## src/rtl/seq_multiplier.sv

```systemverilog
// Iterative shift-add multiplier: 2*WIDTH-bit signed/unsigned product of two WIDTH-bit operands.
// Latency: start at edge E0, done pulse and valid product after edge E(WIDTH+1); one op per WIDTH+1 cycles.
// Backpressure: none; start is ignored while busy, results hold until the next completion or reset.
module seq_multiplier #(
    parameter int WIDTH = 32
) (
    input  logic             clk,
    input  logic             rst,
    input  logic             start,
    input  logic             is_signed,
    input  logic [WIDTH-1:0] op_a,
    input  logic [WIDTH-1:0] op_b,
    output logic             busy,
    output logic             done,
    output logic [WIDTH-1:0] prod_hi,
    output logic [WIDTH-1:0] prod_lo
);

    typedef enum logic [1:0] {
        S_IDLE = 2'd0,
        S_RUN  = 2'd1,
        S_DONE = 2'd2
    } state_t;

    // Counter runs 0..WIDTH: WIDTH iteration cycles plus one cycle to sign-fix and register the result.
    localparam int              CW   = $clog2(WIDTH + 1);
    localparam logic [CW-1:0]   LAST = CW'(WIDTH);

    state_t               state_q, state_d;
    logic [WIDTH-1:0]     mcand_q, mcand_d;
    logic [WIDTH-1:0]     mult_q, mult_d;
    logic [2*WIDTH-1:0]   acc_q, acc_d;
    logic [CW-1:0]        cnt_q, cnt_d;
    logic                 sign_q, sign_d;
    logic [WIDTH-1:0]     prod_hi_q, prod_hi_d;
    logic [WIDTH-1:0]     prod_lo_q, prod_lo_d;

    logic                 accept;
    logic                 neg_a, neg_b;
    logic [WIDTH-1:0]     mag_a, mag_b;
    logic [WIDTH:0]       sum;
    logic [2*WIDTH-1:0]   prod_full;

    // A new operation is taken whenever the block is not iterating (IDLE or the DONE cycle).
    assign accept = start && (state_q != S_RUN);

    // State register.
    always_ff @(posedge clk) begin
        if (rst) begin
            state_q <= S_IDLE;
        end else begin
            state_q <= state_d;
        end
    end

    // Next-state logic.
    always_comb begin
        state_d = state_q;
        case (state_q)
            S_IDLE:  if (start) state_d = S_RUN;
            S_RUN:   if (cnt_q == LAST) state_d = S_DONE;
            S_DONE:  state_d = start ? S_RUN : S_IDLE;
            default: state_d = S_IDLE;
        endcase
    end

    // FSM outputs.
    always_comb begin
        busy = (state_q == S_RUN);
        done = (state_q == S_DONE);
    end

    assign prod_hi = prod_hi_q;
    assign prod_lo = prod_lo_q;

    // Operand magnitudes and the per-cycle partial-sum add (carry kept in bit WIDTH).
    always_comb begin
        neg_a     = is_signed & op_a[WIDTH-1];
        neg_b     = is_signed & op_b[WIDTH-1];
        mag_a     = neg_a ? (-op_a) : op_a;
        mag_b     = neg_b ? (-op_b) : op_b;
        sum       = {1'b0, acc_q[2*WIDTH-1:WIDTH]} + (mult_q[0] ? {1'b0, mcand_q} : '0);
        prod_full = sign_q ? (-acc_q) : acc_q;
    end

    // Datapath next values: latch on accept, iterate in RUN, register the signed result on the last RUN cycle.
    always_comb begin
        mcand_d   = mcand_q;
        mult_d    = mult_q;
        acc_d     = acc_q;
        cnt_d     = cnt_q;
        sign_d    = sign_q;
        prod_hi_d = prod_hi_q;
        prod_lo_d = prod_lo_q;
        if (accept) begin
            mcand_d = mag_a;
            mult_d  = mag_b;
            sign_d  = is_signed & (op_a[WIDTH-1] ^ op_b[WIDTH-1]);
            acc_d   = '0;
            cnt_d   = '0;
        end else if (state_q == S_RUN) begin
            if (cnt_q != LAST) begin
                // Shift {carry, acc, multiplier} right by one; the bit leaving acc enters the multiplier MSB.
                acc_d  = {sum, acc_q[WIDTH-1:1]};
                mult_d = {acc_q[0], mult_q[WIDTH-1:1]};
                cnt_d  = cnt_q + CW'(1);
            end else begin
                prod_hi_d = prod_full[2*WIDTH-1:WIDTH];
                prod_lo_d = prod_full[WIDTH-1:0];
            end
        end
    end

    // Datapath registers; reset discards any in-flight operation and clears the held result.
    always_ff @(posedge clk) begin
        if (rst) begin
            mcand_q   <= '0;
            mult_q    <= '0;
            acc_q     <= '0;
            cnt_q     <= '0;
            sign_q    <= 1'b0;
            prod_hi_q <= '0;
            prod_lo_q <= '0;
        end else begin
            mcand_q   <= mcand_d;
            mult_q    <= mult_d;
            acc_q     <= acc_d;
            cnt_q     <= cnt_d;
            sign_q    <= sign_d;
            prod_hi_q <= prod_hi_d;
            prod_lo_q <= prod_lo_d;
        end
    end

endmodule

```

## config.mk

```make
export PLATFORM = sky130hd
export DESIGN_NAME = seq_multiplier
export DESIGN_NICKNAME = d
export VERILOG_FILES = /design/src/rtl/seq_multiplier.sv
export SDC_FILE = /design/constraint.sdc
export NUM_CORES = 1
export LEC_CHECK = 0
export BUFFER_PORTS_ARGS = -buffer_cell sky130_fd_sc_hd__buf_4
export CORE_ASPECT_RATIO = 0.8
export CORE_MARGIN = 10
export CORE_UTILIZATION = 50
export CTS_CLUSTER_SIZE = 14
export DETAILED_ROUTE_END_ITERATION = 8
export PLACE_DENSITY_LB_ADDON = 0.25
export REMOVE_ABC_BUFFERS = 1
export SKIP_CTS_REPAIR_TIMING = 1
export SLEW_MARGIN = 20
export SYNTH_ARGS = -nofsm -noshare
export SYNTH_HDL_FRONTEND = slang
export SYNTH_SLANG_ARGS = --single-unit
export TNS_END_PERCENT = 30
```

## constraint.sdc

```tcl
create_clock -name clk -period 2.7 [get_ports clk]
set_input_delay 0 -clock clk [delete_from_list [all_inputs] [get_ports clk]]
set_output_delay 0 -clock clk [all_outputs]
set_load 0.05 [all_outputs]
```

# ---- After elaboration in Yosys (flattened, before gate mapping)
# Cells that the tools add are included.
# Widths: inputs -> output; s select.
dict set report op_classes {
  n_addsub 5
  mul 0
  div_mod_pow 0
  n_lt_le_gt_ge 0
  n_eq_ne 7
  n_shift 0
  mux 11
  bitwise_logic 6
  n_reduce_logical 9
}
# op n
set op_table {}
lappend op_table {{$mux 32} 6}
lappend op_table {{$mux 64} 1}
lappend op_table {{$neg 32->32} 2}
lappend op_table {{$neg 64->64} 1}
lappend op_table {{$add 32x32->33} 1}
lappend op_table {{$add 6x1->6 const B} 1}
lappend op_table {{$eq 6x6->1 const B} 1}
lappend op_table {{$ne 6x6->1 const B} 1}
lappend op_table {{$pmux 2 s3} 1}
lappend op_table {{$reduce_and 2->1} 3}
lappend op_table {{$mux 2} 2}
lappend op_table {{$ne 2x1->1 const B} 2}
lappend op_table {{$reduce_bool 2->1} 2}
lappend op_table {{$and 1x1->1} 3}
lappend op_table {{$reduce_and 3->1} 1}
lappend op_table {{$eq 2x1->1 const B} 1}
lappend op_table {{$eq 2x2->1 const B} 1}
lappend op_table {{$logic_not 2->1} 1}
lappend op_table {{$ne 2x2->1 const B} 1}
lappend op_table {{$not 1->1} 2}
lappend op_table {{$reduce_or 2->1} 1}
lappend op_table {{$logic_and 1x1->1} 1}
lappend op_table {{$mux 1} 1}
lappend op_table {{$xor 1x1->1} 1}
dict set report word_totals {
  regBits 201
  latch_bits 0
  ram_bits 0
  rom_bits 0
  input_bits 68
  output_inout_bits 66
  memories 0
}

# ---- Depth between registers and ports, before layout
# Gate-level depths: netlist of run 1.
dict set report logic_depth {
  word_depth 4
  ltp_mapped 11
}

# ---- Worst setup path after synthesis of run 1
# Ideal clock, no wire load.
dict set report synth_path {
  path_kind {register -> register}
  from {register mult_q[0]}
  to {register acc_q[61]}
  t_arrival_ns 2.739
  setup_slack_ns -0.168
  stages_incl_launch_ff 12
  path_buffers 1
  period_less_slack_ns 2.868
  cell_sequence {dfxtp_1 clkbuf_1 and2_1 ha_1 fa_1 a21o_1 a221oi_1 o221a_2 o211ai_1 a41oi_1 xor2_1 o21ai_0}
}
dict set report synth_between {
  elab_chain_len 2
}
# element line
set synth_rtl {}
lappend synth_rtl {{start: declaration} 31} ;# logic [WIDTH-1:0] mult_q, mult_d;
lappend synth_rtl {{start signal: assignment} 126} ;# mult_q <= mult_d;
lappend synth_rtl {{$mux 32} 82} ;# sum = {1'b0, acc_q[2*WIDTH-1:WIDTH]} + (mult_q[0] ? {1'b0, mcand_q} : '0);
lappend synth_rtl {{$add 32x32->33} 82}
lappend synth_rtl {{end signal: assignment} 119} ;# acc_q <= '0;
lappend synth_rtl {{end signal: assignment} 127} ;# acc_q <= acc_d;
lappend synth_rtl {{end: declaration} 32} ;# logic [2*WIDTH-1:0] acc_q, acc_d;
# No other way between the ends.
# A chain may end at the register's enable or synchronous reset.

# ---- Worst setup path after layout of run 1
dict set report layout_path {
  from {register acc_q[6]}
  to {register prod_hi_q[28], in the netlist prod_hi[28]}
}
dict set report layout_between {
  elab_chain_len 2
}
# element line
set layout_rtl {}
lappend layout_rtl {{$neg 64->64} 83} ;# prod_full = sign_q ? (-acc_q) : acc_q;
lappend layout_rtl {{$mux 64} 83}
lappend layout_rtl {{end signal: assignment} 130} ;# prod_hi_q <= prod_hi_d;
lappend layout_rtl {{end: declaration} 35} ;# logic [WIDTH-1:0] prod_hi_q, prod_hi_d;
# No other way between the ends.

==> flow_summary.yaml, run 1 <==
global_routing:
  grt_overflow: 0
  grtUsageTotal: 0.229
  grt_antenna_before_repair: 0
  grt_pass1_wl_mm: 57.8
  grt_start_max_net_pins: 50
  grt_pass1_vias: 11155
pwr:
  cellInternalPower_mw: 5.33
  power_frac_comb: 0.136
  sequentialPowerShare: 0.433
  netSwitchingPower_mw: 1.87
  vdd_drop_max_v: 0.000390
  p_sw_frac: 0.260
  clkPwrFrac: 0.431
  p_total_mw: 7.21
  power_density_nw_per_um2: 451
  leakage_nw: 6.55
floorplanning:
  ioPinCount: 134
  start_util: 0.509
  die-height_um: 158
  dieWidth_um: 192
  core_um2: 23400
  die_area_um2: 30400
  rows: 50
setup_path:
  cp_max_fo: 3
  cp_common_cell: "or4_4"
  critPathCaptureType: "flop"
  critPathKind: "flop to flop"
  slowest_delay_ps: 600
  cp_num_buf_inv: 1
  required_ps: 3110
  slowest_stage: "or4_4"
  arrival_ps: 3220
  crit_chain: "or4_4, nor4_2, buf_4, nand4b_1, or4_4, o31ai_4, mux2i_1, nand3_1"
  critPathTopFamily: "simple AND/OR/NAND/NOR gates"
  cp-start-kind: "flop"
route:
  first_pass_iters: 5
  wl_per_cell_um: 17.8
  drc: 0
  finalWirelength_mm: 38.4
  initialDrtViolationCount: 1021
  vias: 12511
  vias_per_cell: 5.81
  ant_nets: 0
status:
  status: "finished, violations left"
  violations: "hold timing, setup timing"
sta:
  fin_worst_hold_slack_ps: -23.3
  fin_ws_ps: -119
  relSlewSlack: 0.239
  worst_slew_pin_slew_ps: 1140
  setup_violations: 6
  finalCritPeriodShare: 1.04
  fin_worst_skew_ps: 11.4
  slew_violations: 0
  setup-tns-final_ps: -528
  max_freq_ghz: 0.355
  period_minus_slack_ps: 2820
  rsz0062_at_grt: "true"
  hold_violations: 3
yosys:
  yosysSeqAreaShare: 0.338
  synth_flop_cell: "dfxtp_1"
  yosys.area.top_type: "dfxtp_1"
  yosys-top-cells-count: "nand2_1 (216), dfxtp_1 (201), nor2_1 (174)"
  yosysMostFrequentCell: "nand2_1"
  synth.distinct_cells: 69
  synth_cells: 1534
  synth_top_area_frac: 0.338
  yosys-top-cells-area: "dfxtp_1 (34%), nand2_1 (6.8%), xor2_1 (5.9%), nor2_1 (5.5%), a21oi_1 (5.0%)"
  ys_async_sr_fraction: 0
  synth-seq-cells: 201
  yosys_warnings: 0
  syn_area_um2: 11900
  syn_avg_cell_area_um2: 7.76
  synth-edff-count: 0
placed_design:
  dp_hpwl_mm: 27.3
  dp_cells: 2032
  gp_congestion: 0.967
  port_buffers: 133
final_layout:
  layout-drive-gt1-share: 0.222
  area_growth_pct: 34.3
  instances_no_fill: 2154
  antenna_cells: 0
  final_net_count: 1935
clocking:
  clockBufferDepth: 3
  clkTransAtPathRegs_ps: 60
  h-tree-depth: 1
  cts_tree: "yes"
  cts_made_buffers: 23
  cts_num_sinks: 201
  root_buffer: "clkbuf_16"
  worstSkewPairLatency_ps: 520
hold_path:
  hold_class: "input pin to flop"
run:
  drv_cap: 0
## power by group through the flow
stage          logic [mW]  clock network, mW  registers, mW
4_1_cts             0.836               3.15           3.12
6_report            0.981               3.10           3.12
3_3_place_gp        0.818                  0           3.18
5_1_grt              1.06               3.26           3.13
3_5_place_dp        0.833                  0           3.18
2_1_floorplan       0.468                  0           3.18
## routing by layer
metal,vias up,share of wire,global-route usage
li1,6101,-,-
met1,5844,0.45,0.326
met2,498,0.45,0.353
met3,68,0.075,0.0325
met4,0,0.022,0.0586
met5,-,0,0
## cell families (layout without fill, tap and decap cells)
family | Yosys count | count (layout) | share of synthesized area
compound gates | 412 | 412 | 0.228
xor+xnor | 132 | 132 | 0.0972
fa+ha+maj | 38 | 38 | 0.0406
buf+inv | 122 | 430 | 0.0385
flops | 201 | 201 | 0.338
mux | 15 | 15 | 0.0127
simple gates | 614 | 614 | 0.245
## through the flow
stage,cell area [µm²],utilization,setup slack (ps)
floorplan,11500,-,-2040
global placement,14100,0.604,-84.0
detailed placement,14100,0.604,-134
CTS,14900,0.635,-153
global route,16000,0.683,-226
finish,16000,0.683,-119
## flip-flops by register name, summed over array words and instances (netlist names)
name	flops
acc_q	64
mcand_q	32
mult_q	32
prod_hi	32
prod_lo	32
cnt_q	6
state_q	2
sign_q	1
## path summary, 6_finish.rpt
kind | from | depth (start not counted) | slack [ps] | endpoint
hold / removal | op_b[16] | 4 | -20 | mult_q[17]$_SDFFE_PP0P_
hold reg to reg | prod_lo[29]$_SDFFE_PP0P_ | 2 | 450 | prod_lo[29]$_SDFFE_PP0P_
setup reg to reg | acc_q[6]$_SDFFE_PP0P_ | 8 | -120 | prod_hi[28]$_SDFFE_PP0P_
setup / recovery | acc_q[6]$_SDFFE_PP0P_ | 8 | -120 | prod_hi[28]$_SDFFE_PP0P_
## tightest hold or removal path, stage by stage
cell and delay [ps]:
buf_4 110, o21ai_0 100, xor2_1 150, o22ai_1 90
## cell type report
class                      instances  area (µm²)
tap                              312         390
clock inverter                     7         100
sequential                       201        4030
inverter                          17        63.8
clock buffer                      31         636
multi-input combinational       1211        7710
fill                            1926        7410
timing repair buffer             375        3050
## cells in the final DEF (no fill, tap or decap), types with 6 or more instances in the layout
master and instances:
buf_4 293, nand2_1 216, dfxtp_1 193, nor2_1 170
a21oi_1 111, xor2_1 80, dlygate4sd3_1 79, o21ai_0 66
a211oi_1 66, xnor2_1 51, and2_1 40, ha_1 34
nor3_1 31, o31ai_1 28, nand3_1 25, or3_1 24
clkbuf_16 23, a311oi_1 21, or4_1 16, inv_1 15
mux2i_1 14, o22ai_1 12, nor4_1 12, and3_1 11
nand4_1 11, o41ai_1 11, nand2b_1 10, or4_4 9
a21oi_2 8, o21a_1 8, dfxtp_2 8, nand3b_1 7
a21o_1 7, o211ai_1 7, a211oi_2 6
(Power assumes the default switching activity.)
==> run 2: changes to the inputs <==
- TNS_END_PERCENT: 30 -> unset
==> run 2 against run 1 <==
Net effect: the flow still finishes with violations (hold timing, setup timing); critical path depth unchanged; register-to-register slack got worse by 40 ps; first-iteration DRC count increased by 2.1%; worst setup slack worse by 40 ps; core utilization increased by 0.28 points; count of clock-buffer cells in the layout unchanged.
==> flow_summary.yaml, run 2 (synthesized netlist as in run 1, its figures left out) <==
pwr:
  netSwitchingPower_mw: 1.88
  leakage_nw: 6.55
  sequentialPowerShare: 0.433
  clkPwrFrac: 0.430
  vdd_drop_max_v: 0.000389
  p_sw_frac: 0.260
  power_density_nw_per_um2: 449
  power_frac_comb: 0.137
  cellInternalPower_mw: 5.34
route:
  ant_nets: 0
  wl_per_cell_um: 17.8
  vias_per_cell: 5.78
  first_pass_iters: 5
  initialDrtViolationCount: 1042
  drc: 0
  vias: 12468
  finalWirelength_mm: 38.3
setup_path:
  critPathKind: "flop to flop"
  critPathCaptureType: "flop"
  arrival_ps: 3250
  cp-start-kind: "flop"
  required_ps: 3090
  cp_max_fo: 3
floorplanning:
  ioPinCount: 134
  die-height_um: 158
  start_util: 0.509
  dieWidth_um: 192
  core_um2: 23400
  rows: 50
  die_area_um2: 30400
hold_path:
  hold_class: "input pin to flop"
clocking:
  cts_num_sinks: 201
  clockBufferDepth: 3
  root_buffer: "clkbuf_16"
  cts_tree: "yes"
  cts_made_buffers: 23
  h-tree-depth: 1
  worstSkewPairLatency_ps: 520
  clkTransAtPathRegs_ps: 60
final_layout:
  design_area_um2: 16000
  largest_reg_flops: 64
  layout-drive-gt1-share: 0.225
  layout_commonest_cell: "buf_4"
  final_net_count: 1937
  most-common-layout-cells: "buf_4 (295), nand2_1 (215), dfxtp_1 (193)"
  area_growth_pct: 34.9
  regMostFlops: "acc_q"
  antenna_cells: 0
  fillers: 1907
sta:
  fin_worst_skew_ps: 9.41
  fin_ws_ps: -159
  max_freq_ghz: 0.350
  hold_violations: 3
  slew_violations: 0
  setup_violations: 9
  rsz0062_at_grt: "true"
  finalCritPeriodShare: 1.06
  relSlewSlack: 0.261
  fin_worst_hold_slack_ps: -27.8
  worst_slew_pin_slew_ps: 1100
  period_minus_slack_ps: 2860
status:
  violations: "hold timing, setup timing"
  status: "finished, violations left"
global_routing:
  grt_pass1_wl_mm: 57.8
  grtUsageTotal: 0.229
  grt_overflow: 0
  grt_antenna_before_repair: 0
  grt_start_max_net_pins: 50
  grt_pass1_vias: 11155
placed_design:
  port_buffers: 133
  placed_cell_area_um2: 14100
  dp_hpwl_mm: 27.3
  gp_congestion: 0.967
run:
  drv_cap: 0
==> run 2: through the flow <==
step / setup TNS [ps] / worst slack [ps] / power (mW) / cells / utilization
final: -789 / -159 / 7.21 / 2156 / 0.686
after global routing: -2560 / -240 / 7.46 / 2156 / 0.686
after CTS: -1780 / -153 / 7.10 / 2070 / 0.635
after detailed placement: -1090 / -134 / 4.02 / 2032 / 0.604
after global placement: -458 / -84.0 / 4.00 / 2032 / 0.604
after floorplan: -151220 / -2040 / 3.64 / 1429 / -
==> run 2: power groups by stage <==
stage	combinational (mW)	clock [mW]	sequential, mW
5_1_grt	1.07	3.26	3.13
2_1_floorplan	0.468	0	3.18
6_report	0.988	3.10	3.12
4_1_cts	0.836	3.15	3.12
3_3_place_gp	0.818	0	3.18
3_5_place_dp	0.833	0	3.18
==> run 2: final timing paths <==
| check | depth (start not counted) | startpoint | slack, ps | to |
|---|---|---|---|---|
| worst min-delay path | 4 | op_b[16] | -30 | mult_q[17]$_SDFFE_PP0P_ |
| worst max register to register | 8 | acc_q[6]$_SDFFE_PP0P_ | -160 | prod_hi[20]$_SDFFE_PP0P_ |
| worst max-delay path | 8 | acc_q[6]$_SDFFE_PP0P_ | -160 | prod_hi[20]$_SDFFE_PP0P_ |
| worst min register to register | 2 | prod_hi[0]$_SDFFE_PP0P_ | 460 | prod_hi[0]$_SDFFE_PP0P_ |
==> run 2: worst max-delay path, cell delays in order (launching register included) <==
cell and delay, ps:
dfxtp_2 330, or4_4 550, nor4_2 280, buf_4 160, nand4b_1 190, or4_4 600
o31ai_4 290, xor2_1 240, a211oi_2 90
==> run 2: final cells by class <==
type,count,area (µm²),share of cell area
Clock buffer,31,636,0.0396
Multi-Input combinational cell,1211,7760,0.483
Inverter,17,63.8,0.00398
Sequential cell,201,4040,0.252
Tap cell,312,390,0.0243
Clock inverter,7,100,0.00624
Timing Repair Buffer,377,3070,0.191
==> run 2: layer usage <==
layer	vias up	share of wire	GRT usage	routed length, µm
li1	6104	-	-	-
met1	5852	0.45	0.326	17400
met2	459	0.46	0.353	17500
met3	53	0.071	0.0325	2720
met4	0	0.019	0.0586	718
met5	-	0	0	0
==> run 3: changes to the inputs <==
- clock period: 2.7 -> 3.4 ns (I/O delays scaled with it)
==> run 3 against run 2 <==
Net effect: the run ends with hold timing left; sequential share of layout area is 2.5 points higher; die area unchanged; critical endpoint unchanged; combinational power is 28% lower; critical path depth is 1 higher; total power fell by 24%; clock skew up 1.4 ps; sequential power shrank 21%; cell count down 6.8%; flip-flop and latch count unchanged; via count fell by 5.7%; largest power group unchanged; clock power down 25%; core utilization is 6.5 points lower.
==> flow_summary.yaml, run 3 (synthesized netlist as in run 1, its figures left out) <==
final_layout:
  layout-drive-gt1-share: 0.127
  most-common-layout-cells: "nand2_1 (216), dfxtp_1 (200), nor2_1 (173)"
  layout_commonest_cell: "nand2_1"
  instances_no_fill: 2009
  largest_reg_flops: 64
  regMostFlops: "acc_q"
  area_growth_pct: 22.1
  final_net_count: 1787
sta:
  setup_violations: 0
  period_minus_slack_ps: 3160
  finalCritPeriodShare: 0.928
  fin_ws_ps: 244
  slew_violations: 0
  hold_violations: 1
  worst_slew_pin_slew_ps: 945
  fin_worst_hold_slack_ps: -23.1
  max_freq_ghz: 0.317
  fin_worst_skew_ps: 10.8
  setup-tns-final_ps: 0
  relSlewSlack: 0.368
  rsz0062_at_grt: "false"
placed_design:
  pre_cts_ws_ps: 321
  port_buffers: 133
  gp_congestion: 0.999
  dp_cells: 1897
  dp_hpwl_mm: 25.1
global_routing:
  grt_start_max_net_pins: 64
  grt_pass1_wl_mm: 54.7
  grt_antenna_before_repair: 0
  grtUsageTotal: 0.215
  grt_pass1_vias: 10457
  grt_overflow: 0
status:
  status: "finished, violations left"
  violations: "hold timing"
clocking:
  root_buffer: "clkbuf_16"
  cts_tree: "yes"
  cts_made_buffers: 21
  cts_num_sinks: 201
  clkTransAtPathRegs_ps: 60
  h-tree-depth: 1
  worstSkewPairLatency_ps: 500
  clockBufferDepth: 3
floorplanning:
  die_area_um2: 30400
  rows: 50
  die-height_um: 158
  dieWidth_um: 192
  start_util: 0.509
  ioPinCount: 134
  core_um2: 23400
route:
  wl_per_cell_um: 17.6
  ant_nets: 0
  first_pass_iters: 5
  vias_per_cell: 5.85
  vias: 11760
  drc: 0
  finalWirelength_mm: 35.3
  initialDrtViolationCount: 1143
setup_path:
  cp-start-kind: "flop"
  required_ps: 3820
  cp_max_fo: 7
  arrival_ps: 3570
  critPathCaptureType: "flop"
  critPathKind: "flop to flop"
pwr:
  sequentialPowerShare: 0.450
  netSwitchingPower_mw: 1.40
  power_frac_comb: 0.128
  vdd_drop_max_v: 0.000325
  power_density_nw_per_um2: 379
  cellInternalPower_mw: 4.12
  clkPwrFrac: 0.422
  p_sw_frac: 0.254
  p_total_mw: 5.51
  leakage_nw: 5.75
run:
  drv_cap: 0
hold_path:
  hold_class: "input pin to flop"
-- run 3: layout make-up --
type | count | area [µm²]
fill | 2068 | 8860
timing repair buffer | 229 | 1930
multi-input combinational | 1211 | 7430
tap | 312 | 390
clock inverter | 6 | 86.3
inverter | 17 | 63.8
sequential | 201 | 4030
antenna | 2 | 5.00
clock buffer | 31 | 603
-- run 3: per-layer routing --
layer	part of all wire	wire length (µm)	track usage
met5	0	0	0
met2	0.45	15700	0.331
met1	0.46	16300	0.316
met4	0.017	612	0.0405
met3	0.076	2670	0.0266
-- run 3: path summary, 6_finish.rpt --
check                           startpoint                       end  slack (ps)  depth (start not counted)
hold reg to reg   mcand_q[27]$_SDFFE_PP0P_  mcand_q[27]$_SDFFE_PP0P_         450                          2
setup / recovery     acc_q[0]$_SDFFE_PP0P_  prod_hi[20]$_SDFFE_PP0P_         240                          9
setup reg to reg     acc_q[0]$_SDFFE_PP0P_  prod_hi[20]$_SDFFE_PP0P_         240                          9
hold / removal                     op_b[1]    mult_q[3]$_SDFFE_PP0P_         -20                          5
-- run 3: critical path, stage by stage, from the launching register on --
cell	delay (ps)
dfxtp_1	380
inv_1	80
ha_1	160
or3b_2	500
nor4_2	500
nand4b_1	290
or4_1	530
o31ai_2	300
xor2_1	100
a211oi_1	240
-- run 3: power by group through the flow --
stage / registers, mW / logic [mW] / clock network, mW
finish: 2.48 / 0.707 / 2.32
global route: 2.49 / 0.778 / 2.44
CTS: 2.48 / 0.624 / 2.35
detailed placement: 2.53 / 0.621 / 0
global placement: 2.53 / 0.613 / 0
floorplan: 2.52 / 0.371 / 0
-- run 3: stage by stage --
step / hold WS [ps] / cell area [µm²] / util
after floorplan: 69.1 / 11500 / -
after global placement: 261 / 13100 / 0.560
after detailed placement: 262 / 13100 / 0.560
after CTS: -253 / 13800 / 0.590
after global routing: 16.4 / 14500 / 0.621
final: -23.1 / 14500 / 0.621
